--- config.mk ---
export PLATFORM = sky130hd
export DESIGN_NAME = cmd_status_frame
export DESIGN_NICKNAME = d
export VERILOG_FILES = /design/src/rtl/cmd_pkg.sv /design/src/rtl/cmd_req_edge.sv /design/src/rtl/cmd_status_frame.sv
export SDC_FILE = /design/constraint.sdc
export NUM_CORES = 1
export LEC_CHECK = 0
export ABC_AREA = 1
export BUFFER_PORTS_ARGS = -buffer_cell sky130_fd_sc_hd__clkbuf_2
export CELL_PAD_IN_SITES_DETAIL_PLACEMENT = 1
export CELL_PAD_IN_SITES_GLOBAL_PLACEMENT = 1
export CORE_ASPECT_RATIO = 1.4
export CORE_MARGIN = 1.5
export CORE_UTILIZATION = 38
export DETAILED_ROUTE_END_ITERATION = 10
export GPL_TIMING_DRIVEN = 1
export PLACE_DENSITY_LB_ADDON = 0.1
export SKIP_CTS_REPAIR_TIMING = 1
export SLEW_MARGIN = 10
export SYNTH_ARGS = -nofsm -noshare
export SYNTH_HDL_FRONTEND = slang
export SYNTH_SLANG_ARGS = --single-unit
--- constraint.sdc ---
create_clock -name CLK -period 1.4 [get_ports CLK]
set_clock_uncertainty 0.1 [all_clocks]
set_input_delay 0.21 -clock CLK [delete_from_list [all_inputs] [get_ports CLK]]
set_output_delay 0.21 -clock CLK [all_outputs]
set_load 0.05 [all_outputs]
--- src/rtl/cmd_pkg.sv ---
// Shared types and constants for the command-path status responder.
package cmd_pkg;

  localparam int MAX_CH = 8;
  localparam int CH_W   = $clog2(MAX_CH);
  localparam logic [7:0] DEFAULT_HEADER = 8'hA5;

  typedef enum logic [2:0] {
    ST_IDLE,
    ST_HDR,
    ST_MASK,
    ST_DATA,
    ST_CSUM
  } state_t;

endpackage

--- src/rtl/cmd_req_edge.sv ---
// Registered rising-edge detector: evt is high for the one cycle where req
// is high now but was low at the previous edge.
module cmd_req_edge (
  input  logic CLK,
  input  logic rst_n,
  input  logic req,
  output logic evt
);

  logic prev;

  always_ff @(posedge CLK or negedge rst_n) begin
    if (!rst_n) prev <= 1'b0;
    else        prev <= req;
  end

  assign evt = req & ~prev;

endmodule

--- src/rtl/cmd_status_frame.sv ---
// Snapshots status channels on a request and streams them as a framed byte
// sequence: header, mask, selected channel bytes, optional XOR checksum.
module cmd_status_frame
  import cmd_pkg::*;
#(
  parameter int         NUM_CH   = 4,
  parameter int         CH_BYTES = 1,
  parameter logic [7:0] HEADER   = DEFAULT_HEADER,
  parameter bit         CSUM_EN  = 1'b1
) (
  input  logic                         CLK,
  input  logic                         rst_n,
  input  logic                         status_req,
  input  logic [NUM_CH-1:0]            status_mask,
  input  logic [NUM_CH*CH_BYTES*8-1:0] status_in,
  input  logic                         tx_ready,
  output logic [7:0]                   tx_data,
  output logic                         tx_valid,
  output logic                         BUSY,
  output logic                         req_dropped
);

  localparam int SNAP_W = NUM_CH*CH_BYTES*8;
  localparam int BIDX_W = (CH_BYTES > 1) ? $clog2(CH_BYTES) : 1;
  localparam logic [BIDX_W-1:0] LAST_B = BIDX_W'(CH_BYTES-1);

  state_t              state;
  logic                evt;
  logic [NUM_CH-1:0]   mask_q, pend_mask, start_mask;
  logic [SNAP_W-1:0]   snap;
  logic [CH_W-1:0]     ch_q, first_ch, nxt_ch;
  logic                has_nxt;
  logic [BIDX_W-1:0]   bidx;
  logic [7:0]          csum, csum_n, mask8;
  logic                pend_vld, xfer, start, take, store;

  cmd_req_edge u_edge (
    .CLK   (CLK),
    .rst_n (rst_n),
    .req   (status_req),
    .evt   (evt)
  );

  function automatic logic [7:0] pick(input logic [SNAP_W-1:0] s, input int c, input int b);
    int idx;
    idx = c*CH_BYTES + b;
    if (idx < NUM_CH*CH_BYTES) pick = s[idx*8 +: 8];
    else                       pick = 8'h00;
  endfunction

  assign xfer       = tx_valid && tx_ready;
  assign csum_n     = csum ^ tx_data;
  assign start      = (state == ST_IDLE) && (pend_vld || evt);
  assign start_mask = pend_vld ? pend_mask : status_mask;
  assign take       = (state == ST_IDLE) && pend_vld;
  assign store      = evt && ((state != ST_IDLE) || pend_vld);

  always_comb begin
    mask8 = '0;
    mask8[NUM_CH-1:0] = mask_q;
  end

  // Priority scan: lowest selected channel, and lowest selected above ch_q.
  always_comb begin
    first_ch = '0;
    nxt_ch   = '0;
    has_nxt  = 1'b0;
    for (int i = NUM_CH-1; i >= 0; i--) begin
      if (mask_q[i]) first_ch = CH_W'(i);
      if (mask_q[i] && (i > int'(ch_q))) begin
        nxt_ch  = CH_W'(i);
        has_nxt = 1'b1;
      end
    end
  end

  // Single pending slot holds only the mask; data is snapshotted at frame start.
  always_ff @(posedge CLK or negedge rst_n) begin
    if (!rst_n) begin
      pend_vld    <= 1'b0;
      pend_mask   <= '0;
      req_dropped <= 1'b0;
    end else begin
      req_dropped <= 1'b0;
      if (take) pend_vld <= 1'b0;
      if (store) begin
        if (pend_vld && !take) begin
          req_dropped <= 1'b1;
        end else begin
          pend_vld  <= 1'b1;
          pend_mask <= status_mask;
        end
      end
    end
  end

  always_ff @(posedge CLK or negedge rst_n) begin
    if (!rst_n) begin
      state    <= ST_IDLE;
      mask_q   <= '0;
      snap     <= '0;
      ch_q     <= '0;
      bidx     <= '0;
      csum     <= '0;
      tx_data  <= 8'h00;
      tx_valid <= 1'b0;
      BUSY     <= 1'b0;
    end else begin
      case (state)
        ST_IDLE: begin
          if (start) begin
            mask_q   <= start_mask;
            snap     <= status_in;
            csum     <= '0;
            tx_data  <= HEADER;
            tx_valid <= 1'b1;
            BUSY     <= 1'b1;
            state    <= ST_HDR;
          end else begin
            BUSY <= 1'b0;
          end
        end
        ST_HDR: if (xfer) begin
          csum    <= csum_n;
          tx_data <= mask8;
          state   <= ST_MASK;
        end
        ST_MASK: if (xfer) begin
          csum <= csum_n;
          if (|mask_q) begin
            ch_q    <= first_ch;
            bidx    <= '0;
            tx_data <= pick(snap, int'(first_ch), 0);
            state   <= ST_DATA;
          end else if (CSUM_EN) begin
            tx_data <= csum_n;
            state   <= ST_CSUM;
          end else begin
            tx_valid <= 1'b0;
            BUSY     <= pend_vld || evt;
            state    <= ST_IDLE;
          end
        end
        ST_DATA: if (xfer) begin
          csum <= csum_n;
          if (bidx != LAST_B) begin
            bidx    <= bidx + 1'b1;
            tx_data <= pick(snap, int'(ch_q), int'(bidx) + 1);
          end else if (has_nxt) begin
            ch_q    <= nxt_ch;
            bidx    <= '0;
            tx_data <= pick(snap, int'(nxt_ch), 0);
          end else if (CSUM_EN) begin
            tx_data <= csum_n;
            state   <= ST_CSUM;
          end else begin
            tx_valid <= 1'b0;
            BUSY     <= pend_vld || evt;
            state    <= ST_IDLE;
          end
        end
        ST_CSUM: if (xfer) begin
          tx_valid <= 1'b0;
          BUSY     <= pend_vld || evt;
          state    <= ST_IDLE;
        end
        default: state <= ST_IDLE;
      endcase
    end
  end

endmodule

* Word level (Yosys, flattened, before mapping)
Index checks and enable logic that the tools add are counted.
Cells by class: add/sub/neg operators 3, multipliers 0, div/mod/pow operators 0, order comparisons 6, eq/ne operators 14, shift operators 3, muxes and demuxes 56, bitwise logic cells 4, reductions and logical operators 28
Operators by type and width (number):
- $mux 8 | 12
- $shiftx 32x7->8 | 2
- $mux 3 | 18
- $pmux 8 s4 | 1
- $shiftx 32x8->8 | 1
- $ne 2x2->1 const B | 9
- $mux 1 | 16
- $pmux 8 s2 | 1
- $pmux 3 s5 | 1
- $logic_and 1x1->1 | 8
- $xor 8x8->8 | 1
- $reduce_and 7->1 | 1
- $eq 3x2->1 const B | 2
- $gt 2x3->1 const A | 2
- $lt 3x3->1 const B | 2
- $pmux 1 s2 | 3
- $pmux 3 s2 | 1
- $reduce_and 2->1 | 3
- $reduce_and 3->1 | 2
- $reduce_and 6->1 | 1
- $reduce_bool 2->1 | 3
- $reduce_and 5->1 | 1
- $add 3x2->4 | 1
- $lt 4x3->1 const B | 1
- other kinds (18) | 21
Word-level totals: register bits 68, bits in latches 0, bits in writable memories 0, bits in read-only memories 0, bits of input ports 40, output and inout bits 11, logic and storage cells 127, memories 0

* Logic depth before layout (Yosys ltp)
Gate-level depths: netlist (run 1).
depth after elaboration 11, depth in mapped cells 12, mapped depth without buffers 11

* Hierarchy
From an unflattened synthesis (run 1), not the netlist that was laid out.
Second synthesis, totals: cell total of the unflattened synthesis 491, area total of the unflattened synthesis 3667.3 sq um
Modules (own cells, without submodules):
- cmd_status_frame | times used 1, cells each 488, area each 3632.2 sq um, seq. area each 1626.6 sq um
- cmd_req_edge | times used 1, cells each 3, area each 35.0 sq um, seq. area each 25.0 sq um

* Worst setup path after synthesis (run 1)
Ideal clock, no wire load.
kind register to register, start register tx_valid, end register tx_data[1], library setup time 0.118 ns, data arrival time 1.444 ns, data required time 1.182 ns, setup slack -0.262 ns, stages on the path, launching flop included 9, buffers on the path 1, clock period less this slack 1.662 ns, cell sequence dfrtp_1 -> nand2_1 -> inv_1 -> nand2_1 -> nand2_2 -> inv_1 -> buf_2 -> nand2_1 -> nand2_1
On the way: word-level cells in the longest chain between the ends 3, elaborated cells between the ends (all ways) 5, classes of those cells eq/ne: 3; reduce/logical: 2
Ends and longest elaborated chain:
- start: declaration | RTL line cmd_status_frame.sv:18 | output logic tx_valid,
- start signal: assignment | RTL line cmd_status_frame.sv:106 | tx_valid <= 1'b0;
- start signal: assignment | RTL line cmd_status_frame.sv:116 | tx_valid <= 1'b1;
- start signal: assignment | RTL line cmd_status_frame.sv:139 | tx_valid <= 1'b0;
- $logic_and 1x1->1 (*) | RTL line cmd_status_frame.sv:51 | assign xfer = tx_valid && tx_ready;
- $ne 2x2->1 (no source line)
- $reduce_and 5->1 (no source line) (*)
- end signal: assignment | RTL line cmd_status_frame.sv:125 | tx_data <= mask8;
- end signal: assignment | RTL line cmd_status_frame.sv:133 | tx_data <= pick(snap, int'(first_ch), 0);
- end signal: assignment | RTL line cmd_status_frame.sv:136 | tx_data <= csum_n;
- end: declaration | RTL line cmd_status_frame.sv:17 | output logic [7:0] tx_data,
Every way passes the cells marked *; elsewhere a longest branch is shown, timed or not. A chain may end at the register's enable or synchronous reset.

* Worst setup path in the final report (run 1)
start register mask_q[2], end register tx_data[7]
On the way: word-level cells in the longest chain between the ends 9, elaborated cells between the ends (all ways) 21, classes of those cells order compare: 2; shift: 2; mux: 15; reduce/logical: 2
Ends and longest elaborated chain:
- start: declaration | RTL line cmd_status_frame.sv:29 | logic [NUM_CH-1:0] mask_q, pend_mask, start_mask;
- start signal: assignment | RTL line cmd_status_frame.sv:112 | mask_q <= start_mask;
- $logic_and 1x1->1 | RTL line cmd_status_frame.sv:70 | if (mask_q[i] && (i > int'(ch_q))) begin
- $mux 3 (2 in series) | RTL line cmd_status_frame.sv:70
- $shiftx 32x7->8 / $lt 3x3->1 (equally long branches) | RTL line cmd_status_frame.sv:47 | if (idx < NUM_CH*CH_BYTES) pick = s[idx*8 +: 8];
- $mux 8 | RTL line cmd_status_frame.sv:47
- $mux 8 | RTL line cmd_status_frame.sv:149 | end else if (has_nxt) begin
- $mux 8 | RTL line cmd_status_frame.sv:146 | if (bidx != LAST_B) begin
- $mux 8 | RTL line cmd_status_frame.sv:144 | ST_DATA: if (xfer) begin
- $pmux 8 s4 (*) | RTL line cmd_status_frame.sv:109 | case (state)
- end signal: assignment | RTL line cmd_status_frame.sv:148 | tx_data <= pick(snap, int'(ch_q), int'(bidx) + 1);
- end signal: assignment | RTL line cmd_status_frame.sv:152 | tx_data <= pick(snap, int'(nxt_ch), 0);
- end signal: assignment | RTL line cmd_status_frame.sv:154 | tx_data <= csum_n;
Every way passes the cells marked *; elsewhere a longest branch is shown, timed or not. The select of a mux whose other input is x is not followed.

==> summary.txt, run 1 <==
outcome = finished, violations left
failing checks = design-rule violations, negative hold slack, negative setup slack
Largest stage delay, worst path = 0.45 ns
full die area = 0.0101 mm2
CP Launch Type = flop
TritonCTS clock tree = yes
fmax = 579 MHz
Top FF cell, synth = dfrtp_1
Die H = 118 um
final instance area = 0.00565 mm2
site row count = 41
Pleak = 2.90 nW
Worst R2R Path Depth = 11
RSZ-0062 raised after global routing = yes
most frequent cell after synthesis = nand2_1
initial core utilization = 0.396
slowest CP cell = dfrtp_2
htree depth = 3
Ports = 51
final period utilization = 1.23
DRT antenna net count = 0
DR WL/cell = 20.1 um
remaining global-route overflow = 0
Synth top cells by count = nand2_1 (175), nand3_1 (74), dfrtp_1 (66), inv_1 (52), o21ai_0 (44)
Overall Power = 4.40 mW
global-route wire length before repair = 19.1 mm
max-slew violation count = 0
final worst slack = -0.327 ns
Clock Path Buffers = 2
pwr/cell area = 780 mW/mm2
syn nets = 534
ys async rst share = 1.00
layout cell share with drive strength beyond 1 = 0.454
Hold WS = -0.0112 ns
RR Endpoint = tx_data[7]
number of distinct library cells after synthesis = 27
Skew-Pair Late Insertion Delay = 0.34 ns
Die X = 85.4 um
final hold viol count = 15
CTS buffer count = 9
post-synthesis average cell area = 7.32 um2
initial antenna violation count = 0
via count = 3985
Post-DP Area = 0.00432 mm2
CP startpoint = mask_q[2]
Post-Route WL = 14.7 mm
Mapped Cells = 494
CP Capture Type = flop
worst reg2reg startpoint = mask_q[2]
Final nets = 660
Placement Setup Slack = -0.301 ns
final-report setup violation count = 65
Post-synth EDFFs = 0
YS warnings = 0
core box area = 0.00913 mm2
crit path cell chain = inv_2, nand2_4, nand2_8, nand2_4, buf_4, nand2_1, nand3_1, nand3_1, nand3_1, nand2_1, inv_1
pin count of the biggest net entering global routing = 67
DPL Wire Length = 8.42 mm
relative slew slack = 0.732
crit path kind = reg -> reg
Clock Pin Slew Worst Setup and Hold Paths = 0.06 ns
Area Overhead vs Synth = 56.2%
drt pass-1 iters = 8
WP data required = 1.53 ns
DRC errors left = 2
Worst Hold Class = in -> reg
vias in the first global route = 3931
maximum VDD drop = 638 uV
r2r setup slk = -0.33 ns
clock sink count = 66
Critical path destination = tx_data[7]
Worst Path Arrival = 1.86 ns
Slew @ Worst Pin = 0.400 ns
GR Util All Layers = 0.242
sequential-to-total area share from yosys stat = 0.457
Area contributors post-synth = dfrtp_1 (46%), nand2_1 (18%), nand3_1 (10%)
top cell type's share of synthesized area = 0.457
most used cell, CP = nand3_1
Tmin final = 1.73 ns
Initial DRC Count = 195
layout filler cell count = 1073
Seq cells post-synth = 66
worst-path maximum fanout = 8
mapped cell area = 0.00361 mm2
Root Driver = clkbuf_16
GPL Wtd Cong = 0.881
Vias/cell = 5.44
number of I/O port buffers = 50
ant diodes = 0
cell taking the most area after synthesis = dfrtp_1
maxcap violations = 0
[power breakdown]
group          internal, mW  total, mW  switching (mW)
sequential             1.91       1.91        0.000874
combinational        0.0622      0.145          0.0833
clock                  1.47       2.35           0.880
[per-layer routing]
layer,GRT usage,up-vias,wire (um)
met5,0,-,0
met4,0.117,0,743
met3,0.0384,54,536
met2,0.412,114,7720
met1,0.292,1971,5750
li1,-,1846,-
[cell usage in the layout (no fill, tap or decap), drive strengths merged, types with 5 or more instances in the layout]
cell type,instances
xor2,8
dfrtp,66
nand2,183
buf,66
inv,56
a21oi,8
clkbuf,65
nand3,77
dlygate4sd3,8
o21ai,49
nor2,18
o211ai,5
[layout make-up]
class / instances / area [um2] / area share
clock buffers: 11 / 253 / 0.0447
clock inverters: 5 / 52.6 / 0.00930
inverters: 59 / 246 / 0.0436
multi-input cells: 356 / 2200 / 0.390
flip-flops and latches: 66 / 1660 / 0.294
well taps: 107 / 134 / 0.0237
repair buffers: 128 / 1100 / 0.195
[critical path: cells and delay by family, from the launching register on]
| kind | cells | cell delay, ns |
|---|---|---|
| buffers and inverters | 3 | 0.34 |
| flip-flops | 1 | 0.45 |
| AND/OR/NAND/NOR | 8 | 0.71 |
[sequential cells by signal (all words and copies together) (netlist names)]
| signal | count |
|---|---|
| snap | 32 |
| csum | 8 |
| tx_data | 8 |
| mask_q | 4 |
| pend_mask | 4 |
| state | 3 |
| ch_q | 2 |
| BUSY | 1 |
| pend_vld | 1 |
| req_dropped | 1 |
| tx_valid | 1 |
| u_edge.prev | 1 |
[cell families after synthesis]
logic type,after synthesis,share of synthesized area
DFF,66,0.457
xor gates and xnor gates,8,0.0194
and+or+nand+nor,280,0.337
buffers and inverters,74,0.0865
AOI/OAI and AO/OA,65,0.0973
muxes,1,0.00312
[how the worst min path moves through the flow]
stage	cells past startpoint	slack, ns	to	start
2_1_floorplan	0	-0.19	BUSY	rst_n
3_3_place_gp	2	0.16	snap[20]	rst_n
3_5_place_dp	2	0.16	snap[20]	rst_n
4_1_cts	2	-0.20	snap[20]	rst_n
5_1_grt	3	-0.001	snap[19]	status_in[19]
6_report	3	-0.01	snap[9]	status_in[9]
[through the flow]
step,TNS (ns),utilization,cells
after floorplan,-0.0420,-,494
after global placement,-7.45,0.473,680
after detailed placement,-7.67,0.473,680
after CTS,-9.62,0.506,696
after global routing,-19.23,0.619,732
final,-13.59,0.619,732
No activity file was read; power rests on OpenSTA's default activity.
==> inputs of run 2 (changes only) <==
--- a/config.mk
+++ b/config.mk
@@ -11,7 +11,7 @@
 export CELL_PAD_IN_SITES_GLOBAL_PLACEMENT = 1
 export CORE_ASPECT_RATIO = 1.4
 export CORE_MARGIN = 1.5
-export CORE_UTILIZATION = 38
+export CORE_UTILIZATION = 42
 export DETAILED_ROUTE_END_ITERATION = 10
 export GPL_TIMING_DRIVEN = 1
 export PLACE_DENSITY_LB_ADDON = 0.1
==> constraint.sdc (replaced) <==
create_clock -name CLK -period 1.6 [get_ports CLK]
set_clock_uncertainty 0.1 [all_clocks]
set_input_delay 0.24 -clock CLK [delete_from_list [all_inputs] [get_ports CLK]]
set_output_delay 0.24 -clock CLK [all_outputs]
set_load 0.05 [all_outputs]
==> run 2 against run 1 <==
The flow finishes with violations (negative setup slack); combinational power shrank 29%; non-clock buffer count decreased by 32; via count down 2.8%.
==> summary.txt, run 2 (synthesis gave the netlist of run 1 again) <==
outcome = finished, violations left
failing checks = negative setup slack
Initial DRC Count = 288 (+48%)
Worst Path Arrival = 1.91 ns (+0.05 ns)
DRT antenna net count = 0 (unchanged)
WP data required = 1.73 ns (+0.20 ns)
DPL Wire Length = 8.13 mm (-3.3%)
final hold viol count = 0 (-15)
CP Launch Type = flop
final period utilization = 1.11 (-0.122)
site row count = 39 (-4.9%)
RSZ-0062 raised after global routing = yes
Final nets = 627 (-5.0%)
final-report setup violation count = 27 (-58%)
pin count of the biggest net entering global routing = 67 (unchanged)
layout cell share with drive strength beyond 1 = 0.340 (-0.115)
Placement Setup Slack = -0.110 ns (+0.192 ns)
maxcap violations = 0 (unchanged)
CTS buffer count = 9 (unchanged)
Die X = 81.4 um (-4.7%)
Clock Pin Slew Worst Setup and Hold Paths = 0.05 ns (about the same)
Pleak = 2.52 nW (-13%)
Vias/cell = 5.58 (+2.5%)
Int Pwr = 2.92 mW (-15%)
Ports = 51 (unchanged)
vias in the first global route = 3917 (-0.36%)
drt pass-1 iters = 4 (-4)
Sequential Power Share = 0.453 (+0.019)
Tmin final = 1.78 ns (+0.0507 ns)
core box area = 0.00825 mm2 (-9.7%)
Psw = 779 uW (-19%)
setup_tns = -1.28 ns (+12.31 ns)
most frequent cells in the layout = nand2_1 (151), dfrtp_1 (60), nand3_1 (58), clkbuf_2 (50), inv_1 (44)
Clock Power Share = 0.519 (-0.014)
final worst slack = -0.177 ns (+0.149 ns)
CP Capture Type = flop
TritonCTS clock tree = yes
relative slew slack = 0.725 (-0.00726)
Overall Power = 3.70 mW (-16%)
GPL Wtd Cong = 0.886 (+0.53%)
crit path kind = reg -> reg
Skew-Pair Late Insertion Delay = 0.34 ns (about the same)
initial core utilization = 0.438 (+0.0425)
Post-Route WL = 14.1 mm (-4.7%)
number of I/O port buffers = 50 (unchanged)
remaining global-route overflow = 0 (unchanged)
pwr/cell area = 738 mW/mm2 (-5.3%)
Reg with most FFs = snap
Comb power frac = 0.028 (-0.005)
initial antenna violation count = 0 (unchanged)
fmax = 563 MHz (-2.9%)
DR WL/cell = 20.2 um (+0.50%)
largest registers = snap (32), csum (8), tx_data (8)
commonest non-fill, non-tap cell in the layout = nand2_1
DRC errors left = 0 (-2)
htree depth = 3 (unchanged)
Hold WS = 0.00150 ns (+0.0127 ns)
worst-path maximum fanout = 8 (unchanged)
Root Driver = clkbuf_16
full die area = 0.00918 mm2 (-9.2%)
Slew @ Worst Pin = 0.411 ns (+0.0110 ns)
clock sink count = 66 (unchanged)
Worst Hold Class = in -> reg
global-route wire length before repair = 18.8 mm (-1.6%)
Die H = 113 um (-4.8%)
maximum VDD drop = 605 uV (-5.2%)
GR Util All Layers = 0.273 (+0.0314)
ant diodes = 0 (unchanged)
via count = 3872 (-2.8%)
Clock Path Buffers = 2 (unchanged)
Largest register FFs = 32 (unchanged)
max-slew violation count = 0 (unchanged)
Placed Cells = 663 (-2.5%)
Final Non-Filler Cells = 694 (-5.2%)
Sw Share = 0.211 (-0.00822)
Area Overhead vs Synth = 38.6%
## run 2: changes by cell type in the layout (fill, tap and decap cells not counted), sizes merged
cell / delta
clkinv: -2
dlygate4sd3: -6
buf: -24
inv: +1
nand2: -2
## run 2: worst max-delay path: stages, from the launching register on
cell,delay (ns)
dfrtp_2,0.45
inv_4,0.10
nand2_4,0.08
nand3_4,0.16
nand2_2,0.10
o21ai_0,0.25
inv_1,0.11
nand2_1,0.12
nand3_2,0.08
nand2_1,0.07
nand2_1,0.04
## run 2: final cells by class
| cell class | instances | area (um2) |
|---|---|---|
| clock buffer | 13 | 240 |
| clock inverter | 3 | 40.0 |
| fill | 1031 | 3240 |
| inverter | 59 | 236 |
| multi-input combinational | 354 | 1960 |
| sequential | 66 | 1660 |
| tap | 102 | 128 |
| timing repair buffer | 96 | 737 |
| timing repair inverter | 1 | 7.51 |
## run 2: stage by stage
stage          instance area (um2)   util
6_report                      5010  0.607
5_1_grt                       5010  0.607
4_1_cts                       4470  0.542
3_5_place_dp                  4190  0.508
3_3_place_gp                  4190  0.508
2_1_floorplan                 3620      -
## run 2: routing by layer
layer	wire (um)	up-vias	share of wire	global-route usage
li1	-	1771	-	-
met1	5290	1899	0.38	0.314
met2	7270	144	0.52	0.464
met3	663	58	0.047	0.0468
met4	826	0	0.059	0.160
met5	0	-	0	0
## run 2: path summary, 6_finish.rpt
path	start	to	slack [ns]	cells past startpoint
worst max-delay path	ch_q[1]	tx_data[6]	-0.18	10
worst max register to register	ch_q[1]	tx_data[6]	-0.18	10
max in group asynchronous	rst_n	tx_valid	0.73	3
worst min register to register	csum[5]	csum[5]	0.40	2
worst min-delay path	status_in[23]	snap[23]	0.002	3
min in group asynchronous	rst_n	snap[21]	0.37	3
## run 2: power by group through the flow
stage / combinational, mW / clock [mW] / sequential, mW
floorplan: 0.00581 / 0 / 1.71
global placement: 0.0966 / 0 / 1.70
detailed placement: 0.100 / 0 / 1.70
CTS: 0.101 / 1.93 / 1.67
global route: 0.117 / 2.01 / 1.67
finish: 0.103 / 1.92 / 1.67
